**src/rtl/gs_mix_pkg.sv**
```systemverilog
// Shared types and width helpers for the gs_mix_seq sample mixer.
// The optional peak-hold feature is enabled in the top by defining GS_MIX_PEAK_EN.
package gs_mix_pkg;

    typedef enum logic [1:0] {
        IDLE = 2'd0,
        ACC  = 2'd1,
        DONE = 2'd2
    } state_t;

    localparam int CH_DEF = 4;
    localparam int IW_DEF = 14;
    localparam int VW_DEF = 6;
    localparam int OW_DEF = 15;

    // Wide enough that CH full-scale products at full volume never wrap.
    function automatic int acc_w(input int iw, input int vw, input int ch);
        return iw + vw + $clog2(ch);
    endfunction

    function automatic int idx_w(input int ch);
        return (ch > 1) ? $clog2(ch) : 1;
    endfunction

endpackage

```
**src/rtl/gs_mix_sat.sv**
```systemverilog
// Scales an accumulator back to unity gain (>> VW-1) and clamps it to OW bits.
module gs_mix_sat #(
    parameter int AW = 22,
    parameter int VW = 6,
    parameter int OW = 15
) (
    input  logic [AW-1:0] i_acc,
    output logic [OW-1:0] o_out
);

    localparam int SW = (AW > OW) ? AW : OW;
    localparam logic [SW-1:0] MAX_OUT = SW'({OW{1'b1}});

    logic [SW-1:0] w_shift;

    assign w_shift = SW'(i_acc) >> (VW - 1);
    assign o_out   = (w_shift > MAX_OUT) ? {OW{1'b1}} : w_shift[OW-1:0];

endmodule

```
**src/rtl/gs_mix_seq.sv**
```systemverilog
// Time-multiplexed CH-channel volume/pan mixer with saturating L/R outputs.
// Define GS_MIX_PEAK_EN to add peak_clr / peak_l / peak_r peak-hold tracking.
//
// state | meaning
// IDLE  | waiting for stb; outputs hold the last mix
// ACC   | one channel multiplied and accumulated per clock
// DONE  | saturate accumulators into outputs, pulse valid
module gs_mix_seq
    import gs_mix_pkg::*;
#(
    parameter int CH = CH_DEF,
    parameter int IW = IW_DEF,
    parameter int VW = VW_DEF,
    parameter int OW = OW_DEF
) (
    input  logic             clk_sys,
    input  logic             areset,
    input  logic             stb,
    input  logic [CH*IW-1:0] ch_smp,
    input  logic [CH*VW-1:0] ch_vol,
    input  logic [CH-1:0]    pan_l,
    input  logic [CH-1:0]    pan_r,
`ifdef GS_MIX_PEAK_EN
    input  logic             peak_clr,
    output logic [OW-1:0]    peak_l,
    output logic [OW-1:0]    peak_r,
`endif
    output logic [OW-1:0]    out_l,
    output logic [OW-1:0]    out_r,
    output logic             valid,
    output logic             busy,
    output logic             overrun
);

    localparam int AW = acc_w(IW, VW, CH);
    localparam int XW = idx_w(CH);
    localparam int PW = IW + VW;

    state_t           r_state;
    logic [XW-1:0]    r_idx;
    logic [CH*IW-1:0] r_smp;
    logic [CH*VW-1:0] r_vol;
    logic [CH-1:0]    r_pan_l;
    logic [CH-1:0]    r_pan_r;
    logic [AW-1:0]    r_acc_l;
    logic [AW-1:0]    r_acc_r;
    logic [OW-1:0]    r_out_l;
    logic [OW-1:0]    r_out_r;
    logic             r_valid;
    logic             r_busy;
    logic             r_overrun;

    logic [IW-1:0]    w_smp;
    logic [VW-1:0]    w_vol;
    logic [PW-1:0]    w_prod;
    logic [OW-1:0]    w_sat_l;
    logic [OW-1:0]    w_sat_r;

    // Single shared multiplier, fed from the snapshot by the channel index.
    assign w_smp  = r_smp[int'(r_idx)*IW +: IW];
    assign w_vol  = r_vol[int'(r_idx)*VW +: VW];
    assign w_prod = {{VW{1'b0}}, w_smp} * {{IW{1'b0}}, w_vol};

    gs_mix_sat #(.AW(AW), .VW(VW), .OW(OW)) u_sat_l (
        .i_acc (r_acc_l),
        .o_out (w_sat_l)
    );

    gs_mix_sat #(.AW(AW), .VW(VW), .OW(OW)) u_sat_r (
        .i_acc (r_acc_r),
        .o_out (w_sat_r)
    );

    always_ff @(posedge clk_sys or posedge areset) begin
        if (areset) begin
            r_state   <= IDLE;
            r_idx     <= '0;
            r_smp     <= '0;
            r_vol     <= '0;
            r_pan_l   <= '0;
            r_pan_r   <= '0;
            r_acc_l   <= '0;
            r_acc_r   <= '0;
            r_out_l   <= '0;
            r_out_r   <= '0;
            r_valid   <= 1'b0;
            r_busy    <= 1'b0;
            r_overrun <= 1'b0;
        end else begin
            r_valid   <= 1'b0;
            r_overrun <= 1'b0;
            case (r_state)
                IDLE: begin
                    if (stb) begin
                        r_smp   <= ch_smp;
                        r_vol   <= ch_vol;
                        r_pan_l <= pan_l;
                        r_pan_r <= pan_r;
                        r_acc_l <= '0;
                        r_acc_r <= '0;
                        r_idx   <= '0;
                        r_busy  <= 1'b1;
                        r_state <= ACC;
                    end
                end
                ACC: begin
                    r_overrun <= stb;
                    if (r_pan_l[r_idx]) r_acc_l <= r_acc_l + AW'(w_prod);
                    if (r_pan_r[r_idx]) r_acc_r <= r_acc_r + AW'(w_prod);
                    if (r_idx == XW'(CH - 1)) begin
                        r_state <= DONE;
                    end else begin
                        r_idx <= r_idx + XW'(1);
                    end
                end
                DONE: begin
                    r_overrun <= stb;
                    r_out_l   <= w_sat_l;
                    r_out_r   <= w_sat_r;
                    r_valid   <= 1'b1;
                    r_busy    <= 1'b0;
                    r_state   <= IDLE;
                end
                default: begin
                    r_busy  <= 1'b0;
                    r_state <= IDLE;
                end
            endcase
        end
    end

`ifdef GS_MIX_PEAK_EN
    logic [OW-1:0] r_peak_l;
    logic [OW-1:0] r_peak_r;

    // A clear coincident with a new result restarts the peak from that result.
    always_ff @(posedge clk_sys or posedge areset) begin
        if (areset) begin
            r_peak_l <= '0;
            r_peak_r <= '0;
        end else if (r_state == DONE) begin
            r_peak_l <= (peak_clr || (w_sat_l > r_peak_l)) ? w_sat_l : r_peak_l;
            r_peak_r <= (peak_clr || (w_sat_r > r_peak_r)) ? w_sat_r : r_peak_r;
        end else if (peak_clr) begin
            r_peak_l <= '0;
            r_peak_r <= '0;
        end
    end

    assign peak_l = r_peak_l;
    assign peak_r = r_peak_r;
`endif

    assign out_l   = r_out_l;
    assign out_r   = r_out_r;
    assign valid   = r_valid;
    assign busy    = r_busy;
    assign overrun = r_overrun;

endmodule
```
**config.mk**
```make
export PLATFORM = sky130hd
export DESIGN_NAME = gs_mix_seq
export DESIGN_NICKNAME = d
export VERILOG_FILES = /design/src/rtl/gs_mix_pkg.sv /design/src/rtl/gs_mix_sat.sv /design/src/rtl/gs_mix_seq.sv
export SDC_FILE = /design/constraint.sdc
export NUM_CORES = 1
export LEC_CHECK = 0
export ABC_AREA = 0
export CAP_MARGIN = 40
export CORE_UTILIZATION = 52
export DETAILED_ROUTE_END_ITERATION = 12
export GPL_TIMING_DRIVEN = 1
export HOLD_SLACK_MARGIN = 0.08
export PLACE_DENSITY = 0.77
export SETUP_SLACK_MARGIN = 0.15
export SLEW_MARGIN = 20
export SYNTH_ARGS = -nofsm -noshare
export SYNTH_HDL_FRONTEND = slang
export SYNTH_SLANG_ARGS = --single-unit
```
**constraint.sdc**
```tcl
create_clock -name clk_sys -period 7 [get_ports clk_sys]
set_input_delay 1.4 -clock clk_sys [delete_from_list [all_inputs] [get_ports clk_sys]]
set_output_delay 1.4 -clock clk_sys [all_outputs]
set_load 0.01 [all_outputs]
```
==> results_dict.tcl <==
set metrics [dict create \
    r2r_slack_ns 0.51 \
    grt_max_degree 66 \
    grt_pass1_vias 8113 \
    async_flop_share 1.00 \
    netlist_instances 1027 \
    crit_fanout 13 \
    path_buf_inv 3 \
    yosysTopAreaCell "dfrtp_1" \
    worstSkewPairLatency_ns 0.44 \
    clock.fmax_mhz 154 \
    critPathSlowestCell "mux4_2" \
    cts_tree "done" \
    cp_top_family "adder cells" \
    clockBufferDepth 2 \
    boundaryPins 124 \
    floorplan.rows 53 \
    cts_buffers 17 \
    ys_types 55 \
    status "finished clean" \
    drcViolationCount 0 \
    crit_required_ns 7.35 \
    antenna_cells 0 \
    min_period_ns 6.49 \
    drt_wl_total_mm 25.0 \
    antenna_found_initial 0 \
    synthTopCellsByArea "dfrtp_1, fa_1, mux2_2" \
    cts.clk_slew.worst_paths_ns 0.07 \
    synth.top_cell.area_share 0.376 \
    cp_slowest_stage_delay_ns 0.56 \
    finalSetupViolCount 0 \
    io_buffers 123 \
    vias 8189 \
    worst_pin_slew_ns 0.746 \
    max_cap_violations 0 \
    drt_iter0_drc 381 \
    critPathArrivalTime_ns 6.85 \
    synth_warnings 0 \
    min_to "r_acc_l[21]" \
    synth_edf_count 0 \
    ys.flop_type "dfrtp_1" \
    overflow 0 \
    cts-root-buf "clkbuf_16" \
    cp_common_cell "fa_1" \
    htree_levels 4 \
    synth_commonest_cells "dfrtp_1, inv_1, mux2_2, and2_1, ha_1" \
    cts_sinks 169 \
    die_x_um 149 \
    ff2ff_path_depth 23 \
    yosysMostFrequentCell "dfrtp_1" \
    syn-cell-area_um2 11200 \
    nFillCells 1644 \
    cp-end-kind "register" \
    final.setup.worst_slack_ns 0.506 \
    nets 1378 \
    grt_pass1_wl_mm 40.1 \
    drive_gt1_frac 0.157 \
    critPathLaunchType "register" \
    dr.pass1.iters 5 \
    grt_use_total 0.230 \
    syn_nets 1245 \
    wl_per_cell_um 17.3 \
    dieArea_um2 22200 \
    hold_start "r_acc_l[21]" \
    seq_area_frac_synth 0.376 \
    dieHeight_um 149 \
    drv_slew 0 \
    fp.coreArea_um2 21100 \
    r2r-end "r_acc_r[21]" \
    whs_ns 0.492 \
    skew_ns 0.0207 \
    period_share 0.928 \
    syn_avg_cell_area_um2 10.9 \
    timing.rr.start "r_idx[1]" \
    slew_headroom 0.501 \
    dp_hpwl_mm 18.2 \
    setup_tns_ns 0 \
    hold_depth 1 \
    rsz0062_at_grt "false" \
    gp_congestion 0.861 \
    avgViaCountPerCell 5.66 \
    ant_nets 0 \
    ys_seq_elements 169 \
    start_util 0.533 \
    hold_violations 0 \
    hold_class "register to register" \
    layout-area-overhead-vs-synth_pct 21.2 \
    path_class "register to register" \
    post-place-ws_ns 0.171 \
    path_cells "buf_12 -> mux4_2 -> and2_1 -> fa_1 -> inv_1 -> fa_1 -> fa_1 -> inv_1 -> ha_2 -> o21ai_1 -> nor2_1 -> or3b_2 -> a31oi_2 -> o21bai_1 -> a21oi_1 -> xnor2_1 -> ha_1 -> and4_1 -> a221o_1 -> a31oi_4 -> nor3_1 -> o311ai_2 -> mux2i_1" \
]
placed cells by master (no fill, tap or decap), types with 8 or more instances in the layout:
cell type        Yosys  layout
nor2_1              20      20
ha_1                76      74
a211oi_1             9       9
clkdlybuf4s50_1      0     123
fa_1                51      51
o22a_1              30      30
mux2_2              89      89
xor2_1              22      22
nand2_1             68      67
o21ai_0             61      60
nand3_1             21      21
inv_1               90      89
mux4_2              22      22
a21o_1              12      12
clkbuf_16            0      18
dfrtp_1            169     167
nand2b_1             8       8
and2_1              79      78
o21a_1               8       8
xnor2_1             23      23
o21bai_1             9       9
buf_4                0      17
a21oi_1             50      49
what timing repair did:
action | CTS | global route
gates resized for setup | 1 | 11
setup endpoints to repair | 2 | 8
setup buffers | 0 | 12
hold endpoints to repair | 0 | 0
cloned | 0 | 3
pin swaps | 0 | 3
hold buffers | 0 | 0
worst max-delay path by stage:
| stage | startpoint | slack (ns) | endpoint | cells past startpoint |
|---|---|---|---|---|
| after floorplan | r_idx[0] | 0.37 | r_acc_r[21] | 26 |
| after CTS | r_idx[0] | 0.27 | r_acc_r[21] | 23 |
| after global placement | r_idx[0] | 0.28 | r_acc_r[21] | 23 |
| after global routing | r_idx[0] | 0.17 | r_acc_r[21] | 23 |
| after detailed placement | r_idx[0] | 0.17 | r_acc_r[21] | 23 |
| final | r_idx[1] | 0.51 | r_acc_r[21] | 23 |
area by class of cell:
| class | instances | area (um^2) | area share |
|---|---|---|---|
| Clock buffer | 18 | 429 | 0.0315 |
| Multi-Input combinational cell | 733 | 6610 | 0.485 |
| Clock inverter | 14 | 161 | 0.0118 |
| Sequential cell | 169 | 4230 | 0.311 |
| Timing Repair Buffer | 149 | 1510 | 0.110 |
| Inverter | 90 | 343 | 0.0252 |
| Tap cell | 275 | 344 | 0.0253 |
cell families (layout without fill, tap and decap cells):
logic type	count (synthesis)	after routing	synth area share
AOI/OAI and AO/OA	220	220	0.130
xor gates and xnor gates	45	45	0.0351
adders and majority gates	127	127	0.175
buffers and inverters	127	271	0.0428
DFF	169	169	0.376
muxes	114	116	0.136
and+or+nand+nor	225	225	0.105
state kept, by name, indices dropped and copies added (netlist names), 2 cells and up:
register	cells
r_acc_r	22
r_pan_l	4
out_l	15
r_pan_r	4
out_r	15
r_smp	56
r_vol	24
r_state	2
r_acc_l	22
r_idx	2
per-stage QoR:
| stage | instance area, um^2 | util | cells |
|---|---|---|---|
| 2_1_floorplan | 11200 | - | 1027 |
| 3_3_place_gp | 12800 | 0.605 | 1397 |
| 6_report | 13600 | 0.646 | 1448 |
| 3_5_place_dp | 12800 | 0.608 | 1400 |
| 5_1_grt | 13600 | 0.646 | 1448 |
| 4_1_cts | 13400 | 0.636 | 1432 |
per-layer routing:
metal | global-route usage | share of wire
met1 | 0.323 | 0.46
met2 | 0.370 | 0.47
met3 | 0.0312 | 0.043
met4 | 0.0704 | 0.024
met5 | 0 | 0
Power is not shown: default switching activity piles up to over one toggle a cycle in this logic, so the estimate is an artifact.
